===== src/rtl/si5340_reg_writer.sv =====
// Si5340 register writer: turns 16-bit-address register writes into I2C byte
// commands, inserting a page-select write only when the cached page is stale.
module si5340_reg_writer #(
    parameter logic [6:0] SLAVE_ADDR = 7'h74,
    parameter logic [7:0] PAGE_REG   = 8'h01
) (
    input  logic        clk_i,
    input  logic        arstn_i,
    input  logic        word_valid_i,
    output logic        word_ready_o,
    input  logic [15:0] word_addr_i,
    input  logic [7:0]  word_data_i,
    input  logic        flush_page_i,
    output logic        busy_o,
    output logic        done_o,
    output logic        nack_o,
    output logic [15:0] err_addr_o,
    output logic        cmd_start_o,
    output logic        cmd_stop_o,
    output logic        cmd_read_o,
    output logic        cmd_write_o,
    output logic        cmd_ack_in_o,
    output logic [7:0]  cmd_din_o,
    input  logic        cmd_ack_i,
    input  logic        cmd_ack_out_i
);

    typedef enum logic [2:0] {
        S_IDLE,
        S_SEND,
        S_WAIT,
        S_GAP,
        S_ABORT,
        S_ABORT_WAIT
    } state_t;

    state_t      r_state;
    state_t      w_next;
    logic [15:0] r_addr;
    logic [7:0]  r_data;
    logic [1:0]  r_byte;
    logic        r_phase_reg;
    logic [7:0]  r_page;
    logic        r_page_valid;
    logic        r_done;
    logic        r_nack;
    logic [15:0] r_err_addr;
    logic        w_last;
    logic        w_need_page;
    logic [7:0]  w_din;

    assign w_last      = (r_byte == 2'd2);
    assign w_need_page = flush_page_i || !r_page_valid ||
                         (r_page != word_addr_i[15:8]);

    always_ff @(posedge clk_i or negedge arstn_i) begin
        if (!arstn_i) begin
            r_state <= S_IDLE;
        end else begin
            r_state <= w_next;
        end
    end

    always_comb begin
        w_next = r_state;
        unique case (r_state)
            S_IDLE: begin
                if (word_valid_i) w_next = S_SEND;
            end
            S_SEND: w_next = S_WAIT;
            S_WAIT: begin
                if (cmd_ack_i) begin
                    if (cmd_ack_out_i)
                        w_next = w_last ? S_IDLE : S_ABORT;
                    else if (w_last && r_phase_reg)
                        w_next = S_IDLE;
                    else
                        w_next = S_GAP;
                end
            end
            S_GAP:   w_next = S_SEND;
            S_ABORT: w_next = S_ABORT_WAIT;
            S_ABORT_WAIT: begin
                if (cmd_ack_i) w_next = S_IDLE;
            end
            default: w_next = S_IDLE;
        endcase
    end

    // Word datapath, page cache and completion/error reporting
    always_ff @(posedge clk_i or negedge arstn_i) begin
        if (!arstn_i) begin
            r_addr       <= '0;
            r_data       <= '0;
            r_byte       <= '0;
            r_phase_reg  <= 1'b0;
            r_page       <= '0;
            r_page_valid <= 1'b0;
            r_done       <= 1'b0;
            r_nack       <= 1'b0;
            r_err_addr   <= '0;
        end else begin
            r_done <= 1'b0;
            r_nack <= 1'b0;
            unique case (r_state)
                S_IDLE: begin
                    if (flush_page_i) r_page_valid <= 1'b0;
                    if (word_valid_i) begin
                        r_addr      <= word_addr_i;
                        r_data      <= word_data_i;
                        r_byte      <= 2'd0;
                        r_phase_reg <= !w_need_page;
                    end
                end
                S_WAIT: begin
                    if (cmd_ack_i) begin
                        if (cmd_ack_out_i) begin
                            if (w_last) begin
                                r_nack       <= 1'b1;
                                r_err_addr   <= r_addr;
                                r_page_valid <= 1'b0;
                            end
                        end else if (w_last) begin
                            if (r_phase_reg) begin
                                r_done <= 1'b1;
                            end else begin
                                r_page       <= r_addr[15:8];
                                r_page_valid <= 1'b1;
                                r_phase_reg  <= 1'b1;
                                r_byte       <= 2'd0;
                            end
                        end else begin
                            r_byte <= r_byte + 2'd1;
                        end
                    end
                end
                S_ABORT_WAIT: begin
                    if (cmd_ack_i) begin
                        r_nack       <= 1'b1;
                        r_err_addr   <= r_addr;
                        r_page_valid <= 1'b0;
                    end
                end
                default: ;
            endcase
        end
    end

    always_comb begin
        w_din = 8'h00;
        unique case (r_byte)
            2'd0:    w_din = {SLAVE_ADDR, 1'b0};
            2'd1:    w_din = r_phase_reg ? r_addr[7:0] : PAGE_REG;
            default: w_din = r_phase_reg ? r_data : r_addr[15:8];
        endcase
    end

    always_comb begin
        word_ready_o = (r_state == S_IDLE);
        busy_o       = (r_state != S_IDLE);
        cmd_start_o  = 1'b0;
        cmd_stop_o   = 1'b0;
        cmd_write_o  = 1'b0;
        cmd_din_o    = 8'h00;
        unique case (r_state)
            S_SEND, S_WAIT: begin
                cmd_write_o = 1'b1;
                cmd_start_o = (r_byte == 2'd0);
                cmd_stop_o  = w_last;
                cmd_din_o   = w_din;
            end
            S_ABORT, S_ABORT_WAIT: begin
                cmd_stop_o = 1'b1;
            end
            default: ;
        endcase
    end

    assign done_o       = r_done;
    assign nack_o       = r_nack;
    assign err_addr_o   = r_err_addr;
    assign cmd_read_o   = 1'b0;
    assign cmd_ack_in_o = 1'b0;

endmodule

===== config.mk =====
export PLATFORM = sky130hd
export DESIGN_NAME = si5340_reg_writer
export DESIGN_NICKNAME = d
export VERILOG_FILES = /design/src/rtl/si5340_reg_writer.sv
export SDC_FILE = /design/constraint.sdc
export NUM_CORES = 1
export LEC_CHECK = 0
export CAP_MARGIN = 15
export CORE_ASPECT_RATIO = 0.9
export CORE_UTILIZATION = 45
export CTS_BUF_LIST = sky130_fd_sc_hd__clkbuf_16
export DETAILED_ROUTE_END_ITERATION = 6
export PLACE_DENSITY = 0.76
export SYNTH_ARGS = -nofsm -noshare
export SYNTH_HDL_FRONTEND = slang
export SYNTH_SLANG_ARGS = --single-unit

===== constraint.sdc =====
create_clock -name clk_i -period 1.8 [get_ports clk_i]
set_input_delay 0.18 -clock clk_i [delete_from_list [all_inputs] [get_ports clk_i]]
set_output_delay 0.18 -clock clk_i [all_outputs]
set_load 0.01 [all_outputs]

After elaboration in Yosys (flattened, before gate mapping) --
Cells that the tools add are included.
Cells by class: $add $sub $neg 1, equality and inequality tests 17, multiplexer cells 48, bitwise logic cells 2, reduce and logical (&&, ||, !) cells 20
Operators with widths (number):
- two-way mux 16 bit | 4
- one-hot mux 16 bit (2 select lines) | 1
- two-way mux 8 bit | 3
- two-way mux 1 bit | 22
- AND reduction 5 bit | 4
- one-hot mux 3 bit (6 select lines) | 1
- one-hot mux 8 bit (2 select lines) | 1
- two-way mux 3 bit | 5
- two-way mux 2 bit | 6
- inequality test 2 bit, second input constant | 6
- inequality test 8 bit | 1
- equality test 3 x 2 -> 1 bit, second input constant | 2
- equality test 3 bit, second input constant | 2
- inequality test 3 bit, second input constant | 2
- one-hot mux 1 bit (2 select lines) | 3
- AND reduction 6 bit | 1
- nonzero test 3 bit | 2
- one-hot mux 2 bit (2 select lines) | 1
- nonzero test 2 bit | 2
- OR reduction 2 bit | 2
- equality test 3 x 1 -> 1 bit, second input constant | 1
- logical NOT 3 bit | 1
- one-hot mux 1 bit (3 select lines) | 1
- AND reduction 3 bit | 1
- other kinds (10) | 13
Word-level totals: bits in registers 57, input port bits 30, word-level logic and storage cells 98

Longest topological paths before layout --
Gate-level depths: netlist of the first run.
word-level depth 6, depth in mapped cells 8

Worst setup path before layout of the first run --
Ideal clock, no wire load.
path type register -> register, from reg r_state[1], to reg r_addr[6], library setup time 125 ps, arrival 1760 ps, required time 1675 ps, setup slack -85 ps, cell stages (with the launch flop) 8, period minus slack after synthesis 1885 ps, cells stage by stage dfrtp_1 > buf_2 > or3_1 > inv_2 > and2_1 > buf_4 > buf_6 > mux2_2
Between the ends: word-level cells in the longest chain between the ends 2
RTL lines:
- start, declared | line 37 | state_t r_state;
- start signal, assigned | line 60 | r_state <= w_next;
- logical NOT 3 bit
- via word_ready_o | line 10 | output logic word_ready_o,
- AND reduction 2 bit (no source line)
- end signal, assigned | line 109 | r_addr <= word_addr_i;
- end, declared | line 39 | logic [15:0] r_addr;
The timed path passes the listed nets, and every way through them passes these cells. A chain may end at the register's enable or synchronous reset.

Final worst setup path of the first run --
from reg r_state[1], to out cmd_din_o[3]
Between the ends: word-level cells in the longest chain between the ends 3, elaborated cells on any way between the ends 4, those cells by class eq/ne (2); mux (1); reduce/logical (1)
RTL lines:
- equality test 3 x 2 -> 1 bit or equality test 3 x 1 -> 1 bit (tied branches) | line 165 | unique case (r_state)
- OR reduction 2 bit * | line 165
- two-way mux 8 bit * | line 165
- end, declared | line 23 | output logic [7:0] cmd_din_o,
Mark *: on every way between the ends. The rest lies on a longest branch, timed or not.

==> results, run 1 <==
- The flow ran to the end, but the final reports show violations.
- The checks that failed: DRC, setup timing.
- The leakage power total is 1.98 nW.
- The antenna cell count is 0.
- The primary flip-flop cell chosen by synthesis mapping is sky130_fd_sc_hd__dfrtp_1.
- The maximum buffer depth of the clock tree is 2.
- The number of vias after detailed routing is 2158.
- Fill cells in the final layout number 383.
- The clock slew seen by the registers of the worst setup and hold paths is 0.05 ns.
- The cell area that synthesis handed to floorplanning was 2780 sq um.
- Of the cells placed in the final design, the portion with a size suffix greater than 1 is 0.443.
- The share of the Yosys chip area taken by registers is 0.513.
- The cell type with the largest total area after synthesis is sky130_fd_sc_hd__dfrtp_1.
- The clock latency reported for the late side of the worst-skew pair is 0.32 ns.
- The congestion estimate from routability-driven global placement came to 0.899.
- The core region is 5820 sq um.
- In this run the vertical extent of the chip is 76.6 um.
- In the global route stage, overall resource usage came out at 0.227.
- The floorplan step set the die width to 84.8 um.
- The tool flagged a number of max-cap violations equal to 0.
- In the routed layout, each cell is associated on average with a via count of 5.56.
- The classification of the worst setup path is flop to output port.
- The sink count of the clock tree is 57.
- The count of endpoints failing hold in the final timing report was 0.
- The initial antenna violation count is 0.
- For this run, asynchronously set or reset flops after synthesis account for 1.00.
- The worst hold path belongs to the class input port to asynchronous set/reset pin.
- Across the VDD grid, the largest voltage drop is 0.845 mV.
- Entering global routing, the biggest net connects 22 pins.
- The setup-violating endpoint count in the final report is 47.
- The areal power density over the cells is 1800 nW/um^2.
- The largest stage delay on the critical path is 0.40 ns.
- The number of global-route vias before repair was 2071.
- Yosys mapped a number of flops with a built-in enable equal to 0.
- After synthesis, the most frequently instantiated cells are 57 x sky130_fd_sc_hd__dfrtp_1, 26 x sky130_fd_sc_hd__mux2_2, 17 x sky130_fd_sc_hd__mux2_4, 11 x sky130_fd_sc_hd__a21oi_1.
- After the first detailed-routing iteration, the DRC count stood at 138.
- The buffers plus inverters on the worst setup path is 2.
- Traced cell by cell, the critical path runs through or2b_1, a21o_4, buf_4, a211oi_2, buf_2.
- The count of final max-slew check failures came to 0.
- Once detailed placement completed, the half-perimeter wirelength came to 4.57 mm.
- For this run, the top clock speed supported by timing is 534 MHz.
- The post-route worst hold slack is 0.361 ns.
- The worst slew slack as a fraction of its limit is 0.665.
- The H-tree level count is 3.
- On the critical path, the stage with the largest delay is an instance of sky130_fd_sc_hd__dfrtp_1.
- Counting flops and latches in the post-synthesis netlist gives 57.
- The final routed wire length divided by cell count is 19.2 um.
- The critical path arrival is 1.69 ns.
- The final worst-path setup slack is -0.0730 ns.
- The count of nets left with antenna violations once routing finished came out at 0.
- Yosys mapped the design onto 42 distinct sky130hd cell types.
- Compared with the post-synthesis result, the final layout area differs by 51.5%.
- For this run, the number of Yosys warnings is 0.
- The portion of synthesized cell area occupied by the leading cell type is 0.513.
- In the routed design, unresolved DRC markers number 5.
- Synthesis produced a netlist whose cell count is 215.
- The total grt overflow is 0.
- The number of nets at the end of the flow is 345.
- STA puts the critical path data required time at 1.62 ns.
- The full die area is 6490 sq um.
- On the final layout, the worst clock skew is 0.00445 ns.
- The category of the worst setup path launch point is a flop.
- The wire length of the first global-routing pass is 11.0 mm.
- The final critical path time including I/O delays and setup is 1.87 ns.
- The first-pass iteration count of the detailed router is 6.
- By instance count, the leading cell after synthesis is sky130_fd_sc_hd__dfrtp_1.
- The floorplan has 26 rows.
- The category of cells accounting for the largest share of critical-path delay is flip-flops.
- The number of clock buffers added by TritonCTS is 9.
- After synthesis, the cell types taking the most area are sky130_fd_sc_hd__dfrtp_1 51%, sky130_fd_sc_hd__mux2_2 11%, sky130_fd_sc_hd__mux2_4 9.2%.
- The cell sitting at the root of the clock tree is a sky130_fd_sc_hd__clkbuf_16.
- 63 I/O pins were placed.
- The wire length after detailed routing is 7.45 mm.
- The maximum fanout along the worst path is 6.
- The initial utilization of the core area, before any placement, comes to 0.477.
- The power consumption is 7.59 mW.
- Setup repair after global routing could not meet its margin everywhere.
- Buffers placed on the I/O ports in this run total 60.
- The worst setup path is captured at an output port.
- The transition at the pin with the smallest max-transition slack is 0.503 ns.
- The clock tree from TritonCTS is built.
- In the finished design, the share of the clock period the worst path needs comes to 1.04.
- The worst setup timing slack at the placement stage is -0.0979 ns.
- After synthesis, the mean cell area works out to 12.9 sq um.
what timing repair did:
action | in CTS | in global routing
gates resized for setup | 64 | 39
endpoints found under the setup margin | 46 | 59
pin swaps | 5 | 4
buffers inserted | 9 | 8
gates cloned | 0 | 2
hold buffers | 1 | 0
endpoints found under the hold margin | 19 | 0
metal layers:
metal  share of wire  global-route usage
met1            0.46               0.312
met2            0.46               0.346
met3           0.057              0.0574
met4           0.025              0.0831
met5               0                   0
final cells by class:
cell class                 instances  area [sq um]  share of cell area
sequential                        57          1430               0.339
inverter                           6          25.0             0.00594
timing repair buffer             104          1000               0.239
clock buffer                       9           225              0.0535
multi-input combinational        137          1410               0.336
tap                               70          87.6              0.0208
clock inverter                     5          26.3             0.00624
worst register-to-register path, stage by stage, from the launching register on:
cell                      delay (ns)
sky130_fd_sc_hd__dfrtp_1        0.40
sky130_fd_sc_hd__buf_6          0.15
sky130_fd_sc_hd__nor3b_4        0.26
sky130_fd_sc_hd__and3_4         0.24
sky130_fd_sc_hd__a32o_2         0.21
sky130_fd_sc_hd__buf_12         0.17
sky130_fd_sc_hd__mux2_4         0.31
path summary, 6_finish.rpt:
| check | cells after the start | end | slack (ns) | startpoint |
|---|---|---|---|---|
| min in group clk_i | 3 | r_addr[0] | 0.43 | word_addr_i[0] |
| max in group asynchronous | 3 | r_data[3] | 0.82 | arstn_i |
| max | 5 | cmd_din_o[3] | -0.07 | r_state[1] |
| min reg2reg | 1 | err_addr_o[10] | 0.50 | err_addr_o[10] |
| min | 2 | r_data[0] | 0.36 | arstn_i |
| max reg2reg | 6 | err_addr_o[15] | -0.06 | r_state[0] |
cell families (layout without fill, tap and decap cells):
logic type / count (synthesis) / count (layout) / synth area share
DFF: 57 / 57 / 0.513
other: 1 / 2 / 0.00135
buffers and inverters: 22 / 124 / 0.0518
AOI/OAI and AO/OA: 35 / 35 / 0.0833
xor gates and xnor gates: 8 / 8 / 0.0252
muxes: 57 / 57 / 0.251
and+or+nand+nor: 35 / 35 / 0.0738
layout by cell type, fill, tap and decap left out, types with 2 or more instances in the layout:
master and n:
sky130_fd_sc_hd__clkinv_2 3, sky130_fd_sc_hd__clkdlybuf4s50_1 46, sky130_fd_sc_hd__a21oi_1 10, sky130_fd_sc_hd__mux2_4 48, sky130_fd_sc_hd__conb_1 2, sky130_fd_sc_hd__nor2_2 2, sky130_fd_sc_hd__a31oi_1 2, sky130_fd_sc_hd__buf_12 5
sky130_fd_sc_hd__nor3b_1 3, sky130_fd_sc_hd__buf_2 11, sky130_fd_sc_hd__clkdlybuf4s15_1 2, sky130_fd_sc_hd__nand3_1 3, sky130_fd_sc_hd__clkbuf_16 11, sky130_fd_sc_hd__buf_4 28, sky130_fd_sc_hd__buf_6 8, sky130_fd_sc_hd__nand2_1 5
sky130_fd_sc_hd__a32oi_2 2, sky130_fd_sc_hd__mux2i_1 6, sky130_fd_sc_hd__nor2_1 4, sky130_fd_sc_hd__xor2_1 8, sky130_fd_sc_hd__a22oi_1 2, sky130_fd_sc_hd__o2bb2ai_1 2, sky130_fd_sc_hd__a211oi_2 4, sky130_fd_sc_hd__o21ai_0 4
sky130_fd_sc_hd__or3_4 2, sky130_fd_sc_hd__dfrtp_1 56, sky130_fd_sc_hd__inv_1 6, sky130_fd_sc_hd__nand2b_1 3, sky130_fd_sc_hd__nor3_1 2, sky130_fd_sc_hd__mux2_2 3
stage by stage:
| stage | setup TNS (ns) | utilization | area (sq um) | std cells |
|---|---|---|---|---|
| after floorplan | -0.176 | - | 2810 | 216 |
| after global placement | -0.873 | 0.620 | 3610 | 355 |
| after detailed placement | -1.50 | 0.620 | 3610 | 355 |
| after CTS | -0.590 | 0.682 | 3970 | 378 |
| after global routing | -4.71 | 0.723 | 4210 | 388 |
| final | -1.50 | 0.723 | 4210 | 388 |
report_power, final:
part	internal (mW)	total (mW)	switching [mW]	leakage [nW]
Clock	0.899	1.46	0.558	0.128
Combinational	2.30	3.84	1.54	1.13
Sequential	1.82	2.28	0.468	0.719
(Power assumes the default switching activity.)
==> run 2, diff against run 1 <==
Settings changed: CTS_CLUSTER_SIZE set to 14.
==> results of run 2 <==
Final layout, timing and power as in run 1 (identical DEF).
==> run 3, diff against run 2 <==
Settings changed: CORE_MARGIN set to 4, CTS_CLUSTER_DIAMETER set to 120.
==> run 3 against run 2 <==
  * The flow finishes with violations (setup timing)
  * Worst hold slack got worse by 0.0063 ns
  * Total power is 1.3% higher
  * Cell count is 0.26% lower
  * Sequential share of layout area is 0.45 points lower
  * Non-clock buffer count fell by 2
  * Clock power grew 8%
==> results, run 3 (same netlist as run 1, synthesis figures left out) <==
- After detailed routing, the number of vias per cell comes to 5.45.
- Compared with the post-synthesis result, the final layout area differs by 53.5%.
- Before antenna repair, the detailed router went through 4 iterations.
- The weighted congestion at the end of routability-driven global placement is 0.944.
- The worst reg2reg path startpoint is r_state[0].
- In this run the deepest clock path goes through 2 buffers.
- The count of final max-slew check failures is 0.
- The largest net degree at the start of global routing is 40.
- The critical path arrival is 2.10 ns.
- STA puts the critical path data required time at 2.00 ns.
- The total grt overflow is 0.
- After detailed placement, the total cell area comes to 3630 sq um.
- The setup check on the worst reg-to-reg path leaves a slack of -0.1 ns.
- The root buffer cell is sky130_fd_sc_hd__clkbuf_16.
- The I/O pin count is 63.
- Setup repair after global routing could not meet its margin everywhere.
- The count of cells along the worst register-to-register path is 6.
- Leaving out fill and tap cells, the most frequent cell in the layout is sky130_fd_sc_hd__dfrtp_1.
- The detailed placement HPWL is 4.74 mm.
- The capturing point of the worst reg2reg path is err_addr_o[1].
- Once routing completed, OpenROAD measured the worst setup slack at -0.0976 ns.
- The TritonCTS buffer count is 9.
- The setup-violating endpoint count in the final report is 54.
- The launch point of the worst path is r_state[0].
- The run finished, with violations left.
- The final design area excluding fillers is 4270 sq um.
- The antenna cell count is 0.
- The initial utilization of the core area, before any placement, comes to 0.477.
- The checks that failed: setup timing.
- The width of the die is 90.8 um.
- Across all hold checks on the routed design, the worst slack comes to 0.354 ns.
- The clock arrives with 0.00608 ns of skew.
- The floorplan step defined a core boundary enclosing 5820 sq um.
- The number of global-route vias before repair is 2152.
- The full die area is 7500 sq um.
- The capture point of the critical path is err_addr_o[1].
- The maximum fanout along the worst path is 10.
- The H-tree generated during clock tree synthesis spans 3 levels.
- The first global-routing pass estimated 11.1 mm of wire.
- Dividing the final minimum period by the clock period gives 1.05.
- Of the cells placed in the final design, the portion with a size suffix greater than 1 is 0.448.
- Across the run, the number of max-cap violations was 0.
- Across every metal layer, demand over resource in global routing totals 0.193.
- The count of buffers from port buffering is 60.
- The sink count of the clock tree is 57.
- In this run the core area contains 26 standard-cell rows.
- The utilization after layout is 0.733.
- The layout has 390 filler cells.
- The top cell types in the final layout, fill and taps aside, are 56 x sky130_fd_sc_hd__dfrtp_1, 46 x sky130_fd_sc_hd__clkdlybuf4s50_1, 44 x sky130_fd_sc_hd__mux2_4, 27 x sky130_fd_sc_hd__buf_4, 11 x sky130_fd_sc_hd__clkbuf_16.
- The initial antenna violation count is 0.
- The areal power density over the cells is 1800 nW/um^2.
- The final layout contains routed wiring with a total length of 7.75 mm.
- The routed layout has 2111 vias.
- In the final routed layout, each cell accounts on average for 20.0 um.
- The worst setup path is launched from a flop.
- The first routing iteration left 148 violations.
- The leakage power total is 1.98 nW.
- The worst-case IR drop observed on VDD is 0.969 mV.
- The class of the worst hold path is input port to asynchronous set/reset pin.
- The clock slew seen by the registers of the worst setup and hold paths is 0.05 ns.
- Counting I/O delays and the setup requirement, the final critical path takes 1.90 ns.
- The clock latency reported for the late side of the worst-skew pair is 0.32 ns.
- The total DRC errors in the routed layout is 0.
- Timing would allow up to 527 MHz.
- The sum of negative setup slack is -3.00 ns.
- From bottom edge to top edge, the die measures 82.6 um.
- The clock tree from TritonCTS is built.
- The classification of the worst setup path is flop to flop.
- The nature of the critical path endpoint is a flop.
- The net count of the finished layout is 343.
- The count of endpoints failing hold in the final timing report is 0.
- In this run the remaining antenna-violating nets after routing total 0.
## run 3: changes by cell type in the layout (fill, tap and decap cells not counted), moves of 3 or more
cell                     delta
sky130_fd_sc_hd__mux2_2     +4
sky130_fd_sc_hd__mux2_4     -4
sky130_fd_sc_hd__nor2_4     +4
sky130_fd_sc_hd__buf_2      -3
## run 3: cell type report
type                            instances  area [sq um]  share of cell area
Tap cell                               70          87.6              0.0205
Multi-Input combinational cell        137          1450               0.340
Clock buffer                            9           225              0.0528
Timing Repair Buffer                  102          1000               0.234
Clock inverter                          6          51.3              0.0120
Sequential cell                        57          1430               0.335
Inverter                                6          25.0             0.00587
## run 3: power breakdown
group / internal, mW / switching [mW] / leakage [nW]
Combinational: 2.19 / 1.64 / 1.12
Sequential: 1.82 / 0.452 / 0.719
Clock: 1.04 / 0.545 / 0.141
## run 3: worst min-delay path by stage
stage	from	slack, ns	to
after floorplan	arstn_i	-0.12	done_o
after global placement	arstn_i	0.15	r_state[1]
after detailed placement	arstn_i	0.15	r_state[1]
after CTS	arstn_i	0.37	r_state[0]
after global routing	arstn_i	0.40	done_o
final	arstn_i	0.35	r_state[0]
## run 3: critical path: stages (launching register included)
cell and delay [ns]:
sky130_fd_sc_hd__dfrtp_1 0.42, sky130_fd_sc_hd__buf_6 0.15, sky130_fd_sc_hd__nor3b_4 0.27, sky130_fd_sc_hd__and3_4 0.23, sky130_fd_sc_hd__a32o_2 0.20, sky130_fd_sc_hd__buf_12 0.16, sky130_fd_sc_hd__mux2_2 0.33
## run 3: per-stage QoR
stage	total power, mW	std cells	setup WS, ns
after global placement	5.23	358	-0.0825
after global routing	8.08	387	-0.151
final	7.68	387	-0.0976
after CTS	6.94	378	-0.0747
after detailed placement	5.30	358	-0.117
after floorplan	3.86	216	-0.0180
## run 3: timing repair
action / CTS / global route
hold endpoints to repair: 18 / 0
hold buffers: 1 / 0
resized for setup: 55 / 53
cloned: 0 / 2
pin swaps: 5 / 12
setup buffers: 4 / 7
endpoints found under the setup margin: 50 / 60
## run 3: layer usage
layer | share of wire | vias up | routed length, um | track usage
met5 | 0 | - | 0 | 0
met4 | 0.0040 | 0 | 31 | 0.0407
met3 | 0.068 | 4 | 524 | 0.0625
met2 | 0.48 | 85 | 3700 | 0.312
met1 | 0.45 | 1056 | 3500 | 0.259
li1 | - | 966 | - | -
